==> src/rtl/uart_pkg.sv <==
// Shared UART definitions: default line settings, receiver state type and bit-period helper.
package uart_pkg;

  localparam int unsigned UART_CLK_FREQ = 50_000_000;
  localparam int unsigned UART_BAUD     = 115_200;
  localparam int unsigned UART_DATA_W   = 8;

  typedef enum logic [2:0] {IDLE, START, DATA, STOP, DONE} uart_rx_state_t;

  // Clocks per bit, rounded down.
  function automatic int unsigned bps_max(input int unsigned clk, input int unsigned baud);
    return clk / baud;
  endfunction

endpackage

==> src/rtl/uart_rx_sync.sv <==
// Two-flop synchronizer for the serial pin plus a delayed copy for falling-edge detection.
module uart_rx_sync (
  input  logic clk,
  input  logic rst,
  input  logic rx_async,
  output logic rx_s,
  output logic fall
);

  logic sync1_q, sync2_q, prev_q;

  // Reset to the idle-high line level so leaving reset never looks like a start edge.
  always_ff @(posedge clk) begin
    if (rst) begin
      sync1_q <= 1'b1;
      sync2_q <= 1'b1;
      prev_q  <= 1'b1;
    end else begin
      sync1_q <= rx_async;
      sync2_q <= sync1_q;
      prev_q  <= sync2_q;
    end
  end

  assign rx_s = sync2_q;
  assign fall = prev_q & ~sync2_q;

endmodule

==> src/rtl/uart_1byte_rx.sv <==
// 8N1 UART receiver: start-edge detection, mid-bit triple sampling with majority vote,
// one-cycle rx_done / frame_err strobes.
module uart_1byte_rx
  import uart_pkg::*;
#(
  parameter int unsigned CLK_FREQ = UART_CLK_FREQ,
  parameter int unsigned BAUD     = UART_BAUD
) (
  input  logic                   clk,
  input  logic                   rst,
  input  logic                   uart_rx,
  output logic [UART_DATA_W-1:0] rx_data,
  output logic                   rx_done,
  output logic                   frame_err,
  output logic                   rx_busy
);

  localparam int unsigned BPS_MAX = bps_max(CLK_FREQ, BAUD);
  localparam int unsigned MID     = BPS_MAX / 2;
  localparam int unsigned CNT_W   = $clog2(BPS_MAX);

  localparam logic [CNT_W-1:0] CNT_LAST = CNT_W'(BPS_MAX - 1);
  localparam logic [CNT_W-1:0] CNT_S0   = CNT_W'(MID - 1);
  localparam logic [CNT_W-1:0] CNT_S1   = CNT_W'(MID);
  localparam logic [CNT_W-1:0] CNT_DEC  = CNT_W'(MID + 1);
  localparam logic [3:0]       IDX_LAST = 4'(UART_DATA_W);

  logic rx_s, fall;

  uart_rx_sync u_sync (
    .clk      (clk),
    .rst      (rst),
    .rx_async (uart_rx),
    .rx_s     (rx_s),
    .fall     (fall)
  );

  uart_rx_state_t         state_q;
  logic [CNT_W-1:0]       div_cnt_q;
  logic [3:0]             bit_idx_q;
  logic                   s0_q, s1_q;
  logic [UART_DATA_W-1:0] shreg_q;
  logic                   stop_ok_q;

  logic bit_val, cnt_wrap, decide;

  // The third sample is the live synchronized line at the decision count.
  assign bit_val  = (s0_q & s1_q) | (s0_q & rx_s) | (s1_q & rx_s);
  assign cnt_wrap = (div_cnt_q == CNT_LAST);
  assign decide   = (div_cnt_q == CNT_DEC);

  always_ff @(posedge clk) begin
    if (rst) begin
      state_q   <= IDLE;
      div_cnt_q <= '0;
      bit_idx_q <= '0;
      s0_q      <= 1'b1;
      s1_q      <= 1'b1;
      shreg_q   <= '0;
      stop_ok_q <= 1'b0;
      rx_data   <= '0;
      rx_done   <= 1'b0;
      frame_err <= 1'b0;
      rx_busy   <= 1'b0;
    end else begin
      rx_done   <= 1'b0;
      frame_err <= 1'b0;

      if (state_q inside {START, DATA, STOP}) begin
        if (cnt_wrap) begin
          div_cnt_q <= '0;
          bit_idx_q <= bit_idx_q + 4'd1;
        end else begin
          div_cnt_q <= div_cnt_q + 1'b1;
        end
        if (div_cnt_q == CNT_S0) s0_q <= rx_s;
        if (div_cnt_q == CNT_S1) s1_q <= rx_s;
      end

      unique case (state_q)
        IDLE: begin
          div_cnt_q <= '0;
          bit_idx_q <= '0;
          if (fall) begin
            state_q <= START;
            rx_busy <= 1'b1;
          end
        end
        START: begin
          if (decide && bit_val) begin
            state_q <= IDLE;
            rx_busy <= 1'b0;
          end else if (cnt_wrap) begin
            state_q <= DATA;
          end
        end
        DATA: begin
          if (decide) shreg_q <= {bit_val, shreg_q[UART_DATA_W-1:1]};
          if (cnt_wrap && bit_idx_q == IDX_LAST) state_q <= STOP;
        end
        STOP: begin
          // Leave at mid-stop so a start edge half a bit later is still caught.
          if (decide) begin
            stop_ok_q <= bit_val;
            state_q   <= DONE;
          end
        end
        DONE: begin
          if (stop_ok_q) begin
            rx_data <= shreg_q;
            rx_done <= 1'b1;
          end else begin
            frame_err <= 1'b1;
          end
          state_q <= IDLE;
          rx_busy <= 1'b0;
        end
        default: begin
          state_q <= IDLE;
          rx_busy <= 1'b0;
        end
      endcase
    end
  end

endmodule
==> config.mk <==
export PLATFORM = sky130hd
export DESIGN_NAME = uart_1byte_rx
export DESIGN_NICKNAME = d
export VERILOG_FILES = /design/src/rtl/uart_pkg.sv /design/src/rtl/uart_rx_sync.sv /design/src/rtl/uart_1byte_rx.sv
export SDC_FILE = /design/constraint.sdc
export NUM_CORES = 1
export LEC_CHECK = 0
export ABC_AREA = 1
export CAP_MARGIN = 20
export CORE_MARGIN = 3
export CORE_UTILIZATION = 57
export CTS_CLUSTER_SIZE = 10
export DETAILED_ROUTE_END_ITERATION = 6
export PLACE_DENSITY = 0.85
export SETUP_SLACK_MARGIN = 0.4
export SLEW_MARGIN = 40
export SYNTH_ARGS = -nofsm -noshare
export SYNTH_HDL_FRONTEND = slang
export SYNTH_SLANG_ARGS = --single-unit
==> constraint.sdc <==
create_clock -name clk -period 1.6 [get_ports clk]
set_input_delay 0.4 -clock clk [delete_from_list [all_inputs] [get_ports clk]]
set_output_delay 0.4 -clock clk [all_outputs]
set_load 0.02 [all_outputs]
=== Yosys cells after proc, flatten, opt, wreduce, memory -nomap -nowiden ===
Index checks and enable logic that the tools add are counted.

* Register bits after elaboration: 41
* Bits in latches: 0
* Memory bits (writable): 0
* Memory bits (read-only): 0
* Input port bits: 3
* Output and inout port bits: 11
* Logic and storage cells: 66
* Memories: 0

* $add $sub $neg: 2
* Multiply operators: 0
* Div/mod/pow operators: 0
* $lt $le $gt $ge: 0
* Equality and inequality tests: 14
* Shifts and indexed selects: 0
* Mux-type cells: 12
* Bitwise logic cells: 9
* Reductions and logical operators: 15

{| class="wikitable"
|+ Operator list
! operator !! number
|-
| equality test 9 x 8 -> 1 bit (second input constant) || 3
|-
| 2-to-1 mux 3 bit || 5
|-
| case mux 3 bit (4 select lines) || 1
|-
| AND reduction 2 bit || 6
|-
| adder 9 x 1 -> 9 bit (second input constant) || 1
|-
| equality test 9 bit (second input constant) || 1
|-
| 2-to-1 mux 9 bit || 1
|-
| equality test 3 x 2 -> 1 bit (second input constant) || 2
|-
| OR reduction 2 bit || 3
|-
| adder 4 x 1 -> 4 bit (second input constant) || 1
|-
| AND 1 bit || 4
|-
| equality test 4 bit (second input constant) || 1
|-
| 2-to-1 mux 1 bit || 4
|-
| != test 2 x 1 -> 1 bit (second input constant) || 2
|-
| != test 2 bit (second input constant) || 2
|-
| AND reduction 4 bit || 1
|-
| equality test 3 x 1 -> 1 bit (second input constant) || 1
|-
| equality test 3 bit (second input constant) || 1
|-
| zero test 3 bit || 1
|-
| != test 3 x 2 -> 1 bit (second input constant) || 1
|-
| inverter 1 bit || 3
|-
| case mux 1 bit (3 select lines) || 1
|-
| AND reduction 3 bit || 1
|-
| nonzero test 3 bit || 1
|-
| other kinds (2) || 4
|}

=== Logic depth before layout (Yosys ltp) ===
* Depth after elaboration: 6
* Depth in mapped cells: 10
* Mapped depth without buffers: 10

=== Modules after synthesis ===
From an unflattened synthesis, not the netlist that was laid out.

* Cells, all modules: 245
* Area, all modules: 1878.1 µm²

{| class="wikitable"
|+ Modules (own cells, without submodules)
! module !! instances !! cells each !! area an instance (µm²) !! sequential area each (µm²)
|-
| uart_1byte_rx || 1 || 233 || 1784.2 || 760.7
|-
| uart_rx_sync || 1 || 12 || 93.8 || 60.1
|}

=== Least setup slack after synthesis ===
No wires, ideal clock.

* Path kind: register to register
* From: reg div_cnt_q[1]
* To: reg state_q[0]
* Setup time: 0.064 ns
* Arrival: 1.300 ns
* Required time: 1.536 ns
* Slack: 0.236 ns
* Cell stages (with the launch flop): 11
* Buffers on the path: 0
* Period minus slack after synthesis: 1.364 ns
* Cells stage by stage: dfxtp_1 -> inv_1 -> ha_1 -> nand2_1 -> nor2_1 -> nand3_1 -> nand2_1 -> nand2_1 -> nor2_2 -> nor2_1 -> nor2_1

* Word-level cells in the longest chain between the ends: 4
* Elaborated cells on any way between the ends: 10
* Classes of those cells: eq/ne (5); mux (2); reduce/logical (3)

{| class="wikitable"
|+ RTL lines
! element !! RTL line !! text
|-
| start, declared || uart_1byte_rx.sv:39 || <nowiki>logic [CNT_W-1:0] div_cnt_q;</nowiki>
|-
| start signal, assigned || uart_1byte_rx.sv:74 || <nowiki>div_cnt_q <= div_cnt_q + 1'b1;</nowiki>
|-
| equality test 9 x 8 -> 1 bit / equality test 9 bit (equally long branches) || uart_1byte_rx.sv:50, uart_1byte_rx.sv:49 ||
|-
| logical AND 1 bit, on equally long branches || uart_1byte_rx.sv:90, uart_1byte_rx.sv:99 ||
|-
| != test 3 x 2 -> 1 bit (no line), or another cell as far along || -- ||
|-
| AND reduction 4 bit (no line) / case mux 3 bit (4 select lines) (equally long branches) || -- ||
|-
| end signal, assigned || uart_1byte_rx.sv:54 || <nowiki>state_q <= IDLE;</nowiki>
|-
| end signal, assigned || uart_1byte_rx.sv:91 || <nowiki>state_q <= IDLE;</nowiki>
|-
| end signal, assigned || uart_1byte_rx.sv:94 || <nowiki>state_q <= DATA;</nowiki>
|-
| end, declared || uart_1byte_rx.sv:38 || <nowiki>uart_rx_state_t state_q;</nowiki>
|}

Several ways; a longest one is shown, not always the timed one.
A chain may end at the register's enable or synchronous reset.

=== Worst setup path in the final report ===
* From: reg div_cnt_q[0]
* To: reg shreg_q[0]

* Word-level cells in the longest chain between the ends: 2

{| class="wikitable"
|+ RTL lines
! element !! RTL line !! text
|-
| equality test 9 x 8 -> 1 bit || uart_1byte_rx.sv:50 || <nowiki>assign decide = (div_cnt_q == CNT_DEC);</nowiki>
|-
| AND reduction 2 bit (no line) || -- ||
|-
| end signal, assigned || uart_1byte_rx.sv:98 || <nowiki>if (decide) shreg_q <= {bit_val, shreg_q[UART_DATA_W-1:1]};</nowiki>
|-
| end, declared || uart_1byte_rx.sv:42 || <nowiki>logic [UART_DATA_W-1:0] shreg_q;</nowiki>
|}

Every way passes these cells.

==> flow_summary_export.csv <==
group,metric,value,unit
cts,cts.clk_slew.worst_paths,0.13,ns
floorplanning,rows,20,
sta,hold_viol,0,
pwr,ir_worst_vdd,1.022,mV
cts,insertion_delay,0.37,ns
sta,fin_crit_sh,98.87,%
critical_path,worstPathMaxFanout,16,
sta,fin_crit,1.582,ns
sta,worstMarginPinSlew,0.3977,ns
critical_path,r2r_start,"div_cnt_q[0]",
cts,h-tree-depth,2,
synthesis,ys_ff_latch,41,
final_layout,final_cells,342,
worst_hold_path,hold_path_class,"input pin to flop",
synthesis,yosysTopAreaCell,"dfxtp_1",
detailed_routing,drt_iter0_drc,199,
floorplanning,io_pins,14,
floorplanning,die_w,63.84,um
final_layout,syn_to_final_growth,44.29,%
grt,first_global_vias,1720,
floorplanning,die_area,4076,sq um
worst_hold_path,hold_start,"rst",
critical_path,worstPathArrival,1.84,ns
cts,clock-sinks,41,
cts,clock_path_buffers,2,
pwr,power,2.797,mW
floorplanning,coreArea,3128,sq um
sta,worst_slew_margin_rel,73.34,%
grt,grt_overflow,0,
cts,cts_tree,"built",
synthesis,syn-cell-area,1907,sq um
critical_path,required,1.86,ns
synthesis,syn_avg_cell_area,7.689,sq um
sta,rsz0062_at_grt,"yes",
grt,grt_usage,24.37,%
synthesis,syn_nets,257,
synthesis,netlist_top_cells_area,"dfxtp_1, inv_1, a21oi_1, nand2_1, o21ai_0",
critical_path,worst-setup-path-type,"flop to flop",
cts,clock-root-buffer,"clkbuf_4",
critical_path,cp-end-kind,"flop",
cts,cts-buffers-inserted,5,
grt,antenna_found_initial,0,
critical_path,startpoint,"div_cnt_q[0]",
final_layout,nets,307,
floorplanning,die_h,63.84,um
detailed_routing,num_vias,1985,
sta,max_clock_freq,632.2,MHz
floorplanning,start_util,60.96,%
placed_design,numPortBuffers,13,
placed_design,gp_congestion,0.8865,
detailed_routing,ant_nets,0,
sta,drv_slew,0,
synthesis,synth.top_cell.area_share,43.04,%
cts,hold_buffers,0,
critical_path,startpoint_type,"flop",
grt,grt_pass1_wl,7817,um
placed_design,place_inst,303,
synthesis,synth_cells,248,
run_status,status,"finished clean",
pwr,leakagePower,1.041,nW
detailed_routing,first_pass_iters,5,
detailed_routing,drt-total-wl,6032,um
sta,clock_skew,0.009969,ns
pwr,powerDensity,1017,nW/um^2
grt,grt_max_degree,23,
detailed_routing,drc,0,
detailed_routing,vias_per_cell,5.804,
synthesis,yosysWarnings,0,
final_layout,antenna-diode-count,0,
final_layout,drive_gt1_share,46.31,%
final_layout,final_common_cell,"inv_1",
flow_run,maxCapViolCount,0,
final_layout,final_cell_mix,"inv_1, nand2_1, a21oi_1, buf_4, dfxtp_1",
synthesis,yosysSeqAreaShare,43.04,%
placed_design,hpwl,2747,um
synthesis,synth_cell_types,29,
detailed_routing,wl_per_cell,17.64,um
sta,finalSetupViolations,0,
registers in the layout (all words and copies together), names as in the netlist:
register	count
div_cnt_q	9
rx_data	8
shreg_q	8
bit_idx_q	4
state_q	3
frame_err	1
rx_busy	1
rx_done	1
s0_q	1
s1_q	1
stop_ok_q	1
u_sync.prev_q	1
u_sync.rx_s	1
u_sync.sync1_q	1
metrics by stage:
stage / setup TNS, ns / utilization (%) / setup WS, ns / hold WS (ns) / cell area (sq um)
after floorplan: 0 / - / 0.3465 / 0.3895 / 1967
after global placement: 0 / 68.52 / 0.08691 / 0.3963 / 2143
after detailed placement: 0 / 68.52 / 0.03520 / 0.4101 / 2143
after CTS: 0 / 79.04 / 0.2333 / 0.4398 / 2472
after global routing: -0.06305 / 87.96 / -0.04858 / 0.4333 / 2751
final: 0 / 87.96 / 0.01815 / 0.4283 / 2751
synthesized netlist by cell type:
cell,n
inv_2,2
nor2_2,3
buf_6,1
a21oi_2,1
nor3_1,4
a21oi_1,29
nand3_4,1
nand2_2,3
nor3b_1,3
nand2_4,1
nor2_4,6
nor2_8,1
nand3_2,2
or2_2,2
o21ai_0,21
nand4_1,3
o21a_1,1
dfxtp_1,41
o21bai_1,1
a211oi_1,2
nand3b_1,1
ha_1,6
buf_2,1
clkbuf_1,2
nand2_1,35
inv_1,41
nand3_1,14
nor2_1,19
xor2_1,1
where the power goes:
part	switching [mW]	internal, mW
Sequential	0.0770	1.08
Clock	0.353	0.206
Combinational	0.654	0.428
final timing paths:
path                               endpoint  slack, ns  depth (start not counted)
worst max-delay path             shreg_q[0]       0.02                          7
worst min-delay path            u_sync.rx_s       0.43                          2
worst max register to register   shreg_q[0]       0.02                          7
worst min register to register  u_sync.rx_s       0.44                          1
repair_timing:
item                                    CTS  global route
pin swaps                                15            17
endpoints found under the setup margin   47            48
buffers inserted                         14            18
resized for setup                       114            35
gates cloned                              0             0
metal layers:
metal	vias to the layer above	track usage (%)	routed length, um
li1	898	-	-
met1	928	29.39	2343
met2	122	40.26	3002
met3	37	6.503	377
met4	0	11.05	308
met5	-	0	0
worst max-delay path, cell delays in order, from the launching register on:
cell     delay, ns
dfxtp_4       0.38
inv_4         0.09
ha_4          0.14
nand2_2       0.05
nor2_4        0.22
nand3_4       0.21
o21ai_0       0.28
a21oi_1       0.09
layout make-up:
type / instances / area (sq um)
inverters: 43 / 166.4
clock inverters: 1 / 7.507
multi-input cells: 160 / 1151
clock buffers: 6 / 51.30
fillers: 134 / 376.6
repair buffers: 47 / 461.7
well taps: 44 / 55.05
flip-flops and latches: 41 / 858.3
kinds of logic (layout without fill, tap and decap cells):
kind of cell               Yosys count  count (layout)  share of synthesized area (%)
and+or+nand+nor                     98              98                          27.69
AOI/OAI and AO/OA                   55              55                          15.16
buffers and inverters               47              97                          9.711
DFF                                 41              41                          43.04
adders and majority gates            6               6                          3.937
xor gates and xnor gates             1               1                         0.4594
No activity file was read; power rests on OpenSTA's default activity.
